$ cat config.mk
export PLATFORM = sky130hd
export DESIGN_NAME = mem_arbiter_flat
export DESIGN_NICKNAME = d
export VERILOG_FILES = /design/src/rtl/mem_arbiter_if.sv /design/src/rtl/mem_arbiter.sv /design/src/flat_wrapper.sv
export SDC_FILE = /design/constraint.sdc
export NUM_CORES = 1
export LEC_CHECK = 0
export BUFFER_PORTS_ARGS = -buffer_cell sky130_fd_sc_hd__buf_2
export CAP_MARGIN = 20
export CORE_AREA = 4 4 148 178
export CTS_CLUSTER_SIZE = 16
export DETAILED_ROUTE_END_ITERATION = 8
export DIE_AREA = 0 0 152 182
export GPL_TIMING_DRIVEN = 0
export SLEW_MARGIN = 20
export SYNTH_ARGS = -nofsm -noshare
export SYNTH_HDL_FRONTEND = slang
export SYNTH_SLANG_ARGS = --single-unit
$ cat constraint.sdc
create_clock -name CLK -period 3.4 [get_ports CLK]
set_clock_uncertainty 0.2 [all_clocks]
set_input_delay 0.68 -clock CLK [delete_from_list [all_inputs] [get_ports CLK]]
set_output_delay 0.68 -clock CLK [all_outputs]
set_load 0.01 [all_outputs]
$ cat src/rtl/mem_arbiter_if.sv
// Pipeline-side and RAM-side signals of the shared-memory arbiter, grouped for port passing.
// master is the pipeline + RAM environment, slave is the arbiter itself.
interface mem_arbiter_if;
    logic        iREN;
    logic [31:0] iaddr;
    logic        ihit;
    logic [31:0] iload;
    logic        dREN;
    logic        dWEN;
    logic        datomic;
    logic [31:0] daddr;
    logic [31:0] dstore;
    logic        dhit;
    logic [31:0] dload;
    logic        ramREN;
    logic        ramWEN;
    logic [31:0] ramaddr;
    logic [31:0] ramstore;
    logic [31:0] ramload;
    logic [1:0]  ramstate;

    modport master (
        output iREN, iaddr, dREN, dWEN, datomic, daddr, dstore, ramload, ramstate,
        input  ihit, iload, dhit, dload, ramREN, ramWEN, ramaddr, ramstore
    );

    modport slave (
        input  iREN, iaddr, dREN, dWEN, datomic, daddr, dstore, ramload, ramstate,
        output ihit, iload, dhit, dload, ramREN, ramWEN, ramaddr, ramstore
    );
endinterface

$ cat src/rtl/mem_arbiter.sv
// Single-ported RAM arbiter between instruction fetch and data memory, data-first with a
// bounded fetch starvation count, and the LL/SC link register resolved at the memory boundary.
module mem_arbiter #(
    parameter int STARVE_MAX = 4
) (
    input  logic          CLK,
    input  logic          RST,
    mem_arbiter_if.slave  bus
);
    typedef enum logic [1:0] {IDLE, IFETCH, DACCESS, SCFAIL} state_t;

    localparam logic [1:0] RAM_ACCESS = 2'd2;
    localparam logic [3:0] STARVE_LIM = 4'(STARVE_MAX);

    state_t      r_state;
    logic [3:0]  r_starve;
    logic        r_link_valid;
    logic [31:0] r_link_addr;
    logic        r_ren;
    logic        r_wen;
    logic        r_atomic;
    logic [31:0] r_addr;
    logic [31:0] r_store;

    logic        w_dreq;
    logic        w_dwin;
    logic        w_sc_req;
    logic        w_sc_ok;
    logic        w_access;
    logic [31:0] w_dload;

    assign w_dreq   = bus.dREN | bus.dWEN;
    assign w_dwin   = w_dreq && ((r_starve < STARVE_LIM) || !bus.iREN);
    assign w_sc_req = bus.dWEN & bus.datomic;
    assign w_sc_ok  = r_link_valid && (r_link_addr == bus.daddr);
    assign w_access = (bus.ramstate == RAM_ACCESS);

    // Control: grant decision, enables, starvation count and link register.
    // Only ACCESS lets a grant state finish; BUSY/FREE/ERROR hold everything as is.
    always_ff @(posedge CLK or posedge RST) begin
        if (RST) begin
            r_state      <= IDLE;
            r_starve     <= '0;
            r_link_valid <= 1'b0;
            r_link_addr  <= '0;
            r_ren        <= 1'b0;
            r_wen        <= 1'b0;
            r_atomic     <= 1'b0;
        end else begin
            case (r_state)
                IDLE: begin
                    if (!bus.iREN)
                        r_starve <= '0;
                    if (w_dwin) begin
                        if (bus.iREN && (r_starve < STARVE_LIM))
                            r_starve <= r_starve + 4'd1;
                        r_atomic <= bus.datomic;
                        if (w_sc_req && !w_sc_ok) begin
                            r_state <= SCFAIL;
                        end else begin
                            r_state <= DACCESS;
                            r_ren   <= bus.dREN;
                            r_wen   <= bus.dWEN;
                        end
                    end else if (bus.iREN) begin
                        r_state  <= IFETCH;
                        r_ren    <= 1'b1;
                        r_wen    <= 1'b0;
                        r_atomic <= 1'b0;
                        r_starve <= '0;
                    end
                end
                IFETCH: begin
                    if (w_access) begin
                        r_state <= IDLE;
                        r_ren   <= 1'b0;
                    end
                end
                DACCESS: begin
                    if (w_access) begin
                        r_state <= IDLE;
                        r_ren   <= 1'b0;
                        r_wen   <= 1'b0;
                        // SC or a store to the linked word kills the link; the clear wins over an LL set.
                        if (r_wen && (r_atomic || (r_addr == r_link_addr))) begin
                            r_link_valid <= 1'b0;
                        end else if (r_ren && r_atomic) begin
                            r_link_valid <= 1'b1;
                            r_link_addr  <= r_addr;
                        end
                    end
                end
                SCFAIL: begin
                    r_state      <= IDLE;
                    r_link_valid <= 1'b0;
                end
                default: r_state <= IDLE;
            endcase
        end
    end

    // Grant latch: address and write data captured on leaving IDLE.
    always_ff @(posedge CLK) begin
        if (r_state == IDLE) begin
            if (w_dwin) begin
                r_addr  <= bus.daddr;
                r_store <= bus.dstore;
            end else if (bus.iREN) begin
                r_addr  <= bus.iaddr;
            end
        end
    end

    always_comb begin
        w_dload = '0;
        if (r_state == DACCESS) begin
            if (r_ren)
                w_dload = bus.ramload;
            else if (r_atomic)
                w_dload = 32'd1;
        end
    end

    assign bus.ramREN   = r_ren;
    assign bus.ramWEN   = r_wen;
    assign bus.ramaddr  = ((r_state == IFETCH) || (r_state == DACCESS)) ? r_addr : '0;
    assign bus.ramstore = (r_state == DACCESS) ? r_store : '0;
    assign bus.ihit     = (r_state == IFETCH) && w_access;
    assign bus.iload    = bus.ihit ? bus.ramload : '0;
    assign bus.dhit     = ((r_state == DACCESS) && w_access) || (r_state == SCFAIL);
    assign bus.dload    = w_dload;

endmodule

$ cat src/flat_wrapper.sv
// flat-port wrapper written by rule: the top's interface ports become plain ports
module mem_arbiter_flat 
#(
    parameter int STARVE_MAX = 4
)
  (CLK, RST, bus_iREN, bus_iaddr, bus_dREN, bus_dWEN, bus_datomic, bus_daddr, bus_dstore, bus_ramload, bus_ramstate, bus_ihit, bus_iload, bus_dhit, bus_dload, bus_ramREN, bus_ramWEN, bus_ramaddr, bus_ramstore);
  mem_arbiter_if bus_i ();
  input  logic CLK;
  input  logic RST;
  input wire logic [$bits(bus_i.iREN)-1:0] bus_iREN;
  input wire logic [$bits(bus_i.iaddr)-1:0] bus_iaddr;
  input wire logic [$bits(bus_i.dREN)-1:0] bus_dREN;
  input wire logic [$bits(bus_i.dWEN)-1:0] bus_dWEN;
  input wire logic [$bits(bus_i.datomic)-1:0] bus_datomic;
  input wire logic [$bits(bus_i.daddr)-1:0] bus_daddr;
  input wire logic [$bits(bus_i.dstore)-1:0] bus_dstore;
  input wire logic [$bits(bus_i.ramload)-1:0] bus_ramload;
  input wire logic [$bits(bus_i.ramstate)-1:0] bus_ramstate;
  output wire logic [$bits(bus_i.ihit)-1:0] bus_ihit;
  output wire logic [$bits(bus_i.iload)-1:0] bus_iload;
  output wire logic [$bits(bus_i.dhit)-1:0] bus_dhit;
  output wire logic [$bits(bus_i.dload)-1:0] bus_dload;
  output wire logic [$bits(bus_i.ramREN)-1:0] bus_ramREN;
  output wire logic [$bits(bus_i.ramWEN)-1:0] bus_ramWEN;
  output wire logic [$bits(bus_i.ramaddr)-1:0] bus_ramaddr;
  output wire logic [$bits(bus_i.ramstore)-1:0] bus_ramstore;
  assign bus_i.iREN = bus_iREN;
  assign bus_i.iaddr = bus_iaddr;
  assign bus_i.dREN = bus_dREN;
  assign bus_i.dWEN = bus_dWEN;
  assign bus_i.datomic = bus_datomic;
  assign bus_i.daddr = bus_daddr;
  assign bus_i.dstore = bus_dstore;
  assign bus_i.ramload = bus_ramload;
  assign bus_i.ramstate = bus_ramstate;
  assign bus_ihit = bus_i.ihit;
  assign bus_iload = bus_i.iload;
  assign bus_dhit = bus_i.dhit;
  assign bus_dload = bus_i.dload;
  assign bus_ramREN = bus_i.ramREN;
  assign bus_ramWEN = bus_i.ramWEN;
  assign bus_ramaddr = bus_i.ramaddr;
  assign bus_ramstore = bus_i.ramstore;
  mem_arbiter #(.STARVE_MAX(STARVE_MAX)) u_core (.CLK(CLK), .RST(RST), .bus(bus_i));
endmodule
==> reports/results.txt, run 1 <==
TritonCTS built the clock tree. The tightest slew margin relative to the limit was 0.594; the slew at the pin closest to its max-slew limit was 0.609 ns. The utilization of the core after routing came out at 0.324. The period utilization is 0.913. The class of the tightest hold or removal check is primary input to asynchronous set/reset pin. The initialized floorplan defines 63 standard-cell rows. In this run, distinct cell masters in the synthesized netlist total 38.

In this run the critical register-to-register path is launched from u_core.r_state[0]$_DFFE_PP0P_. Relative to the synthesized area, the layout overhead comes to 36.4%. The height of the chip was 182 µm; the fmax was 0.322 GHz. After synthesis, the mean cell area works out to 12.3 µm². The die covers 27700 µm². The synthesized-area fraction occupied by adder cells was 0.0128; the via-per-instance ratio was 4.36. The first global-routing pass estimated 29600 µm of wire. For the starting density of the core, the log shows 0.238. The overflow left after global routing came out at 0.

For this run, design rule violations remaining after detail routing come to 0. Setup violations remaining at the end of the flow were counted as 0. The run finished with clean final reports. By area, the combinational part of the netlist is dominated by simple AND/OR/NAND/NOR gates. The fraction of synthesized cell area in xor and xnor cells works out to 0.0959. Setup repair after global routing left no endpoint under its margin. The final routed wire length divided by cell count is 18.6 µm, and the pre-CTS setup slack is 0.207 ns. Entering global routing, the biggest net connects 28 pins.

The post-synthesis compound-gate area fraction is 0.0231, and the top cell type's share of synthesized area is 0.329. The buffers plus inverters on the worst setup path was 4. Clock-pin slew was measured on the worst setup and hold paths at 0.07 ns. STA classifies the critical path startpoint as a flop. The worst vdd rail ir drop came out at 0.275 mV.

The total number of vias is 4739, and the final setup TNS is 0 ns. On the critical path, the stage with the largest delay is an instance of dfrtp_1. For the remaining number of nets flagged by the antenna check after routing, the log shows 0. The run gives 4915 as the via count of the first global-routing pass. The clock period minus final worst setup slack was 3.10 ns.

In this run, the number of DRC markers left after iteration 0 of detailed routing was 210. The clock root buffer was clkbuf_16. Once detailed placement completed, the half-perimeter wirelength came to 16300 µm. The critical path required time is 2.52 ns, and the largest fanout on the critical path is 10. The longest clock path from root to sink contains 2 buffers. The fraction of layout cells with a size suffix above 1 is 0.438, and the synthesized area is 5840 µm². The number of nets handed over by synthesis was 618. The critical path in this run is classified as flop to output pin.

The overall fraction of global-route tracks in use is 0.141, and the async set-or-reset flop fraction in the synthesized netlist is 0.396. The tools report the number of maximum-capacitance violations as 0. Registers take 2970 µm². On the worst path, the slowest cell contributes a delay of 0.40 ns.

The tools report the routability congestion estimate as 0.979. The first TritonRoute pass finished after 4 iterations. Yosys attributes the largest share of cell area to edfxtp_1 33%, dfrtp_1 18%, xnor2_1 9.0%, mux2_4 7.5%, and2_1 7.1%. The power per standard cell area came out at 776 nW/µm². The logs give 0 for the number of failing hold endpoints at the final stage and 2710 µm² for the multi-input gate area in the final layout.

For the worst setup slack for register-to-register paths, the log shows 1.09 ns. The number of flops mapped to enable cells by yosys is 64. Among cell families on the critical path, the largest total delay comes from buffers and inverters. The deepest level of the CTS H-tree is 3. The repair_antennas step left the layout with diodes totalling 0. The routed design has 20200 µm of wire. Walking the worst path, the cells encountered are inv_1 > ha_1 > clkbuf_2 > clkbuf_1 > and2_1 > buf_2. The tools report the initial antenna violation count as 1. For the count of pins over their slew limit, the log shows 0. The depth of the most critical reg-to-reg path was 7. Of all cell types, the one taking the most synthesized area is edfxtp_1. Counting the buffers created by CTS gives 9.

The tools report the I/O pin count as 268. The sequential element share of the synthesized area is 0.509, and the endpoint arrival time on the critical path is 2.22 ns. After synthesis the netlist holds a flip-flop and latch count of 106. In this run the static leakage power is 3.94 nW.

The worst setup path is captured at an output pin. The clock insertion delay at the later pin of the skew report is 0.35 ns, and the post-synthesis share of cell area spent on and, or, nand and nor gates is 0.184. The endpoint identified for the worst register-to-register timing path is u_core.r_link_addr[26]$_DFFE_PP0P_. The commonest cells after synthesis are 66 x and2_1, 66 x and3_1, 64 x edfxtp_1.

The share of synthesized area spent on multiplexers was 0.146; the count of yosys warnings during synthesis was 0. The tools report the clock net sink count as 106. The cell count after synthesis came out at 476. The net count of the finished layout came out at 898.

After filler insertion, the fill cell instance count of the layout stands at 2549. The die boundary width is 152 µm, and the quantity of I/O buffers inserted on ports is 266. Main flop type after synthesis: edfxtp_1. After floorplanning, the core was sized to cover 24600 µm². The logs give 0 for the number of hold buffers added after cts and 0.297 ns for the post-route worst setup slack.
-- where the power goes --
group          internal (mW)  switching, mW
clock network          0.586          0.513
logic                   1.27           1.53
registers               1.91          0.373
-- layout by cell type (no fill, tap or decap), types with 4 or more instances in the layout --
master     netlist  layout
a21oi_1          5       5
clkbuf_16        0       9
inv_1            5       4
nor4_1           4       4
buf_2            4     270
ha_1             6       6
nor3_1           5       5
xor2_1           4       4
buf_6            4       4
mux2_1          35      35
clkbuf_1        20      18
and3_1          66      66
nand4_1         16      16
nand3_1          8       8
mux2_4          29      29
o21ai_0          4       4
and2_1          66      66
xnor2_1         60      60
dfrtp_1         42      42
edfxtp_1        64      64
-- metrics by stage --
step | total power, mW | std cells | cell area [µm²] | hold slack, ns
after global routing | 6.59 | 1086 | 7970 | 0.177
after floorplan | 3.91 | 476 | 5840 | 0.283
after global placement | 5.08 | 1067 | 7580 | 0.301
after CTS | 6.30 | 1086 | 7970 | 0.155
final | 6.18 | 1086 | 7970 | 0.153
after detailed placement | 5.16 | 1070 | 7660 | 0.306
-- state kept, by name, indices dropped and copies added (netlist names) --
signal,cells
u_core.r_link_valid,1
u_core.r_addr,32
u_core.r_starve,4
u_core.bus.ramWEN,1
u_core.bus.ramREN,1
u_core.r_state,2
u_core.r_link_addr,32
u_core.r_store,32
u_core.r_atomic,1
-- cell families (layout without fill, tap and decap cells) --
family                     Yosys count  after routing
AOI/OAI and AO/OA                   21             21
xor gates and xnor gates            64             64
adders and majority gates            6              6
buffers and inverters               36            321
DFF                                106            106
muxes                               66             66
and+or+nand+nor                    177            177
-- worst max path at each step --
stage / endpoint / slack [ns] / cells past startpoint / startpoint
3_3_place_gp: u_core.r_store[12]$_DFFE_PP_ / -0.99 / 5 / bus_iREN
6_report: bus_ramstore[10] / 0.30 / 6 / u_core.r_state[0]$_DFFE_PP0P_
5_1_grt: bus_ramstore[10] / 0.06 / 6 / u_core.r_state[0]$_DFFE_PP0P_
4_1_cts: bus_ramstore[25] / 0.13 / 6 / u_core.r_state[0]$_DFFE_PP0P_
2_1_floorplan: u_core.r_store[0]$_DFFE_PP_ / 0.21 / 4 / bus_dWEN
3_5_place_dp: bus_iload[5] / 0.21 / 6 / bus_ramstate[0]
-- area by class of cell --
type	instances	area share
buffer	29	0.0188
clock buffer	9	0.0283
clock inverter	7	0.0105
inverter	7	0.00330
multi-input combinational	334	0.340
sequential	106	0.373
tap	325	0.0510
timing repair buffer	269	0.175
-- worst reg2reg max path, cell delays in order (launching register included) --
cell and delay, ns:
dfrtp_1 0.40, inv_1 0.13, ha_1 0.36, nand3_1 0.12
or3_1 0.36, buf_6 0.16, buf_6 0.17, mux2_4 0.30
-- layer usage --
metal	up-vias	GRT usage	part of all wire
met2	239	0.259	0.51
met3	21	0.0398	0.073
met1	2223	0.161	0.40
met4	2	0.0371	0.016
met5	-	0	0.00060
li1	2254	-	-
-- what timing repair did --
item,CTS,global route
gates resized for setup,1,2
buffers inserted,0,0
endpoints found under the setup margin,20,3
Power figures use the tool's default switching activity.
==> run 2, diff against run 1 <==
--- a/config.mk
+++ b/config.mk
@@ -7,11 +7,13 @@
 export LEC_CHECK = 0
 export BUFFER_PORTS_ARGS = -buffer_cell sky130_fd_sc_hd__buf_2
 export CAP_MARGIN = 20
-export CORE_AREA = 4 4 148 178
+export CORE_AREA = 3 3 147 177
 export CTS_CLUSTER_SIZE = 16
 export DETAILED_ROUTE_END_ITERATION = 8
-export DIE_AREA = 0 0 152 182
+export DIE_AREA = 0 0 150 180
+export GPL_ROUTABILITY_DRIVEN = 0
 export GPL_TIMING_DRIVEN = 0
+export RECOVER_POWER = 50
 export SLEW_MARGIN = 20
 export SYNTH_ARGS = -nofsm -noshare
 export SYNTH_HDL_FRONTEND = slang
==> run 2 against run 1 <==
Against the previous run: the flow now finishes with violations (capacitance limit, slew limit); die area fell by 2.4%; register-to-register slack got worse by 0.66 ns; sequential cell count did not move; critical path depth fell by 1; core utilization fell by 0.30 points; first-iteration DRC count fell by 19%; global-route usage rose by 0.46 points; clock power rose by 4%; worst setup slack got worse by 0.099 ns; sequential power barely moved; cell area fell by 0.93%; non-clock buffer count did not move; largest power group unchanged.
==> reports/results.txt, run 2 (same netlist as run 1, synthesis figures left out) <==
The flow ran to the end, but the final reports show violations. The final reports fail on capacitance limit, slew limit. The run gives 0 (unchanged) as the residual DRC count.

The clock net sink count is 106 (unchanged), and the share of total power in sequential cells is 0.370 (about the same). The remaining number of nets flagged by the antenna check after routing was 0 (unchanged). The quantity of I/O buffers inserted on ports was 266 (unchanged).

The library cell used most frequently in the layout, excluding fill and tap cells, is buf_2. The run gives 16700 µm (+2.8%) as the HPWL after detailed placement. The overall fraction of global-route tracks in use came out at 0.146 (+0.00463). The tools report the worst vdd rail ir drop as 0.415 mV (+51%). The via-per-instance ratio was 4.38 (+0.37%); the I/O pin count was 268 (unchanged). The starting DRC count in detailed routing is 170 (-19%). The tools report the critical path endpoint category as a flop. Depth of the most critical reg-to-reg path: 5 (-2).

For the final setup TNS, the log shows 0 ns (unchanged). Kind of critical path: primary input to flop. The clock period minus final worst setup slack came out at 3.20 ns (+0.0993 ns).

The tools report the via count of the first global-routing pass as 4973 (+1.2%). For the total number of placement rows, the log shows 63 (unchanged). The endpoint arrival time on the critical path was 3.12 ns (+0.90 ns).

The logs give 0 (unchanged) for the number of hold buffers added after cts and 39 (+39) for the count of pins over their slew limit. The clock root buffer is clkbuf_16. The die boundary width was 150 µm (-1.3%). The critical path required time was 3.32 ns (+0.80 ns). In the layout the commonest cells are 265 x buf_2, 66 x and2_1, 66 x and3_1. The total number of vias was 4761 (+0.46%). The tools report the reg-to-reg endpoint as u_core.r_store[13]$_DFFE_PP_. The logs give 0 (unchanged) for the number of failing hold endpoints at the final stage and 2 (unchanged) for the maximum buffer depth of the clock tree. For the fill cell total of the finished layout, the log shows 2576 (+1.1%). The final routed wire length divided by cell count was 18.9 µm (+1.8%).

Type of origin of the critical path: a primary input. The slew at the pin closest to its max-slew limit is 1.69 ns (+1.08 ns). In this run the critical register-to-register path is launched from u_core.r_starve[3]$_DFFE_PP0P_. The net switching component of the power is 2.42 mW (about the same), and the height of the chip is 180 µm (-1.1%). The number of maximum-capacitance violations is 2 (+2). Worst setup slack for register-to-register paths: 0.43 ns (-0.66 ns).

The tools report the leakage component of the power as 3.88 nW (-1.5%). The initial antenna violation count came out at 3 (+2). The pre-CTS setup slack was 0.245 ns (+0.0380 ns).

Setup repair after global routing left no endpoint under its margin. The clock insertion delay at the later pin of the skew report is 0.36 ns (about the same). Tracing the worst setup path back leads to its startpoint at bus_dWEN. The clock edge transition at the registers on the reported setup and hold paths is 0.08 ns (about the same), and the overflow left after global routing is 0 (unchanged). The logs give 0 (unchanged) for the final number of setup-violating endpoints and 3 (unchanged) for the deepest level of the CTS H-tree.

Net count of the finished layout: 898 (unchanged). In the final layout, the registers with the most flip-flops are u_core.r_addr: 32 flops, u_core.r_link_addr: 32 flops, u_core.r_store: 32 flops. Layout overhead on the synthesized area: 35.1%. For the post-route worst setup slack, the log shows 0.197 ns (-0.0993 ns).

The fmax is 0.312 GHz (-3.1%). Class of the tightest hold or removal check: primary input to asynchronous set/reset pin. The fraction of power consumed by the clock network is 0.185 (+0.007). The first-pass GRT wire length was 29100 µm (-1.4%); the period utilization was 0.942 (+0.0292). The footprint of the flip-flops and latches was 2970 µm² (unchanged); the fraction of layout cells with a size suffix above 1 was 0.414 (-0.0237). TritonCTS built the clock tree. The area enclosed by the die boundary was 27000 µm² (-2.4%); the cell internal power dissipation was 3.73 mW (-0.99%). The number of buffers created by CTS was 9 (unchanged). The tightest slew margin relative to the limit is -0.138 (-0.732), and the largest fanout on the critical path is 19 (+9). The tools report the core outline area as 24600 µm² (unchanged). For the pin count of the biggest net entering global routing, the log shows 29 (+3.6%). The logs give 0.445 (-0.008) for the combinational share of power and 20500 µm (+1.9%) for the routed wire length.

The run gives 2680 µm² (-1.2%) as the multi-input gate area in the final layout. The run gives 6 (+2) as the detailed-routing iteration count for the pre-antenna-repair pass. The power per standard cell area is 778 nW/µm² (+0.36%), and the share of total power consumed by net switching is 0.393 (+0.00259). The starting density of the core came out at 0.238 (unchanged).
run 2: cell count changes in the layout (fill, tap and decap cells not counted), moves of 3 or more:
cell	previous run	this run
clkbuf_1	18	26
buf_6	4	1
buf_12	3	0
buf_2	270	265
mux2_1	35	40
mux2_4	29	24
run 2: area by class of cell:
type | instances | area share
multi-input cells | 334 | 0.339
clock buffers | 9 | 0.0285
inverters | 7 | 0.00333
well taps | 325 | 0.0515
plain buffers | 29 | 0.0158
clock inverters | 7 | 0.0116
diodes | 1 | 0.000317
repair buffers | 269 | 0.173
flip-flops and latches | 106 | 0.377
run 2: worst max path at each step:
| stage | end | slack [ns] | cells past startpoint |
|---|---|---|---|
| 6_report | u_core.r_store[13]$_DFFE_PP_ | 0.20 | 5 |
| 4_1_cts | bus_ramstore[2] | 0.16 | 6 |
| 2_1_floorplan | u_core.r_store[0]$_DFFE_PP_ | 0.21 | 4 |
| 3_5_place_dp | bus_iload[27] | 0.25 | 6 |
| 5_1_grt | u_core.r_store[13]$_DFFE_PP_ | 0.03 | 5 |
| 3_3_place_gp | u_core.r_store[25]$_DFFE_PP_ | -1.02 | 5 |
run 2: repair_timing:
| action | 4_1_cts | 5_1_grt |
|---|---|---|
| gates resized for setup | 1 | 0 |
| endpoints found under the setup margin | 2 | 0 |
| buffers inserted | 0 | 0 |
| hold endpoints to repair | 0 | 0 |
run 2: power groups by stage:
stage	Clock (mW)	Combinational, mW	Sequential, mW
4_1_cts	1.17	2.89	2.27
3_5_place_dp	0	2.87	2.30
5_1_grt	1.21	3.02	2.33
2_1_floorplan	0	1.70	2.22
6_report	1.14	2.73	2.27
3_3_place_gp	0	2.78	2.30
run 2: through the flow:
step	hold slack (ns)	utilization	cell area (µm²)	total power, mW	instances
2_1_floorplan	0.283	-	5840	3.91	476
3_3_place_gp	0.298	0.308	7580	5.08	1067
3_5_place_dp	0.309	0.312	7660	5.17	1070
4_1_cts	0.0964	0.325	7980	6.33	1086
5_1_grt	0.226	0.321	7900	6.56	1087
6_report	0.192	0.321	7900	6.14	1087
run 2: routing by layer:
layer  track usage  routed length, µm  up-vias
met3        0.0358               1600       33
met1         0.155               7650     2230
li1              -                  -     2265
met5             0                 27        -
met4        0.0465                450        4
met2         0.277              10800      229
run 2: worst max-delay path: stages:
cell	delay, ns
clkbuf_1	0.16
o21ai_0	1.32
clkbuf_2	0.55
nor2_4	0.18
buf_16	0.21
==> run 3, diff against run 2 <==
--- a/config.mk
+++ b/config.mk
@@ -14,6 +14,7 @@
 export GPL_ROUTABILITY_DRIVEN = 0
 export GPL_TIMING_DRIVEN = 0
 export RECOVER_POWER = 50
+export SKIP_LAST_GASP = 1
 export SLEW_MARGIN = 20
 export SYNTH_ARGS = -nofsm -noshare
 export SYNTH_HDL_FRONTEND = slang
==> constraint.sdc (replaced) <==
create_clock -name CLK -period 3.4 [get_ports CLK]
set_clock_uncertainty 0.2 [all_clocks]
set_input_delay 0.34 -clock CLK [delete_from_list [all_inputs] [get_ports CLK]]
set_output_delay 0.34 -clock CLK [all_outputs]
set_load 0.01 [all_outputs]
==> run 3 against run 2 <==
Against the previous run: the flow still finishes with violations (capacitance limit, slew limit); first-iteration DRC count down 4.1%; fmax grew 2.3%; sequential cell count did not move; cell area increased by 4.3%; core utilization up 1.4 points; highest routed layer unchanged.
==> reports/results.txt, run 3 (same netlist as run 1, synthesis figures left out) <==
The run finished, with violations left. The final reports fail on capacitance limit, slew limit. The core outline area was 24600 µm² (unchanged); the final number of setup-violating endpoints was 0 (unchanged). The overall fraction of global-route tracks in use is 0.148 (+0.00230), and the via count of the first global-routing pass is 5108 (+2.7%).

The layout overhead on the synthesized area works out to 40.9%. The worst setup path is launched from a flop. The clock root buffer is clkbuf_16. The initial antenna violation count was 2 (-1).

The largest individual stage delay along the critical path comes from the cell o21ai_0. For the starting DRC count in detailed routing, the log shows 163 (-4.1%). The path class of the tightest hold or removal check is primary input to flop. Setup repair after global routing left no endpoint under its margin. Net count of the finished layout: 931 (+3.7%).

The global routing stage identified its most utilized layer as met2. The detailed-routing iteration count for the pre-antenna-repair pass came out at 6 (unchanged). For the I/O pin count, the log shows 268 (unchanged).

Dominant cell type by count on the critical path: o21ai_0. Buffers plus inverters on the worst setup path: 2 (-1). The number of hold buffers added after cts is 33 (+33), and the overflow left after global routing is 0 (unchanged). The largest fanout on the critical path works out to 19 (unchanged). The critical path endpoint category is a flop.

The residual DRC count was 0 (unchanged); the global-route track usage on met3 was 0.0335 (-0.00227). The quantity of I/O buffers inserted on ports was 266 (unchanged); the endpoint arrival time on the critical path was 3.00 ns (-0.12 ns). The routed wire length came out at 20900 µm (+1.6%). The tools report the tightest slew margin relative to the limit as -0.163 (-0.0249). Leaving out fill and tap cells, the most frequent cell in the layout is buf_2. The starting density of the core is 0.238 (unchanged), and the total of cells resized after clock tree synthesis is 0 (-1).

The fmax was 0.320 GHz (+2.3%). The cell family contributing the most delay on the critical path is compound AO/OA/AOI/OAI gates. The final setup TNS is 0 ns (unchanged). For the maximum buffer depth of the clock tree, the log shows 2 (unchanged).

The clock edge transition at the registers on the reported setup and hold paths works out to 0.08 ns (about the same). Fraction of layout cells with a size suffix above 1: 0.393 (-0.0210). The number of maximum-capacitance violations is 2 (unchanged), and the deepest level of the CTS H-tree is 3 (unchanged).

The total number of vias was 4898 (+2.9%). Remaining number of nets flagged by the antenna check after routing: 0 (unchanged). Kind of critical path: flop to flop.

The post-route standard cell area excluding fillers was 8240 µm² (+4.3%); the slew at the pin closest to its max-slew limit was 1.73 ns (+0.0370 ns). TritonCTS built the clock tree. Clock period minus final worst setup slack: 3.13 ns (-0.0728 ns). The height of the chip came out at 180 µm (unchanged). The first-pass GRT wire length is 29700 µm (+2.0%), and the total number of placement rows is 63 (unchanged).

The final routed wire length divided by cell count is 18.6 µm (-1.4%). Traced cell by cell, the critical path runs through o21ai_0 > o21ai_0 > clkbuf_2 > nor2_4 > buf_16. Via-per-instance ratio: 4.37 (-0.15%). The logs give 27000 µm² (unchanged) for the area enclosed by the die boundary and 0.282 (+0.00487) for the global-route track usage on met2. The period utilization works out to 0.921 (-0.0214).

In the final layout, the registers with the most flip-flops are u_core.r_addr: 32 flops, u_core.r_link_addr: 32 flops, u_core.r_store: 32 flops. The run gives 3.27 ns (-0.05 ns) as the critical path required time. The worst vdd rail ir drop came out at 0.415 mV (+0.13%). The tools report the pin count of the biggest net entering global routing as 29 (unchanged). The number of buffers created by CTS is 9 (unchanged).

The run gives 39 (unchanged) as the count of pins over their slew limit. The die boundary width is 150 µm (unchanged), and the fill cell total of the finished layout is 2553 (-0.89%). The library cells used most frequently in the layout, excluding fill and tap cells, are 258 x buf_2, 66 x and3_1, 65 x and2_1.

The run gives 16700 µm (unchanged) as the HPWL after detailed placement. The clock net sink count came out at 106 (unchanged). For the area after detailed placement, the log shows 7660 µm² (unchanged). The power per standard cell area works out to 753 nW/µm² (-3.3%). The run gives 0 (unchanged) as the buffers inserted during post-CTS setup optimization.

Number of failing hold endpoints at the final stage: 0 (unchanged). The biggest cell delay along the critical path was 0.70 ns (-0.62 ns); the global routing usage on met1 was 0.159 (+0.00396). The clock insertion delay at the later pin of the skew report was 0.35 ns (about the same); the leakage component of the power was 4.00 nW (+3.2%).
## run 3: changes by cell type in the layout (fill, tap and decap cells not counted), moves of 2 or more
cell	previous run	this run
dlygate4sd3_1	0	33
clkbuf_1	26	34
buf_2	265	258
mux2_1	40	35
mux2_4	24	29
clkbuf_2	4	2
o21ai_0	5	7
o21ai_1	2	0
## run 3: layer usage
metal	wire length (µm)	part of all wire
met1	7850	0.38
met4	434	0.021
met2	11000	0.53
met3	1560	0.075
met5	13	0.00062
## run 3: worst paths after layout
path                                                 from                            endpoint  slack (ns)  depth (start not counted)
min reg2reg                u_core.r_starve[1]$_DFFE_PP0P_      u_core.r_starve[1]$_DFFE_PP0P_        0.32                          1
max reg2reg                u_core.r_starve[3]$_DFFE_PP0P_        u_core.r_store[15]$_DFFE_PP_        0.27                          5
max in group asynchronous                             RST  u_core.r_link_addr[11]$_DFFE_PP0P_        0.60                          4
max                        u_core.r_starve[3]$_DFFE_PP0P_        u_core.r_store[15]$_DFFE_PP_        0.27                          5
min                                           bus_datomic         u_core.r_atomic$_DFFE_PP0P_        0.05                          2
min in group asynchronous                             RST      u_core.r_starve[0]$_DFFE_PP0P_        0.43                          3
## run 3: stage by stage
stage                     cells  total power, mW   util  worst slack (ns)  hold slack [ns]
after floorplan             476             3.91      -             0.448            0.239
after global placement     1067             5.08  0.308            -0.681            0.298
after detailed placement   1070             5.17  0.312             0.728            0.142
after CTS                  1119             6.36  0.338             0.329           0.0444
after global routing       1120             6.61  0.335             0.114           0.0409
final                      1120             6.20  0.335             0.270           0.0490
## run 3: final cells by class
class | instances | area, µm² | area share
Sequential cell | 106 | 2970 | 0.361
Multi-Input combinational cell | 334 | 2700 | 0.328
Timing Repair Buffer | 302 | 1690 | 0.205
Tap cell | 325 | 407 | 0.0494
Clock buffer | 9 | 225 | 0.0273
Buffer | 29 | 121 | 0.0147
Clock inverter | 7 | 91.3 | 0.0111
Inverter | 7 | 26.3 | 0.00319
Antenna cell | 1 | 2.50 | 0.000304
## run 3: power breakdown
part / total, mW / switching [mW] / internal [mW]
sequential: 2.27 / 0.365 / 1.91
combinational: 2.78 / 1.52 / 1.27
clock: 1.14 / 0.546 / 0.593
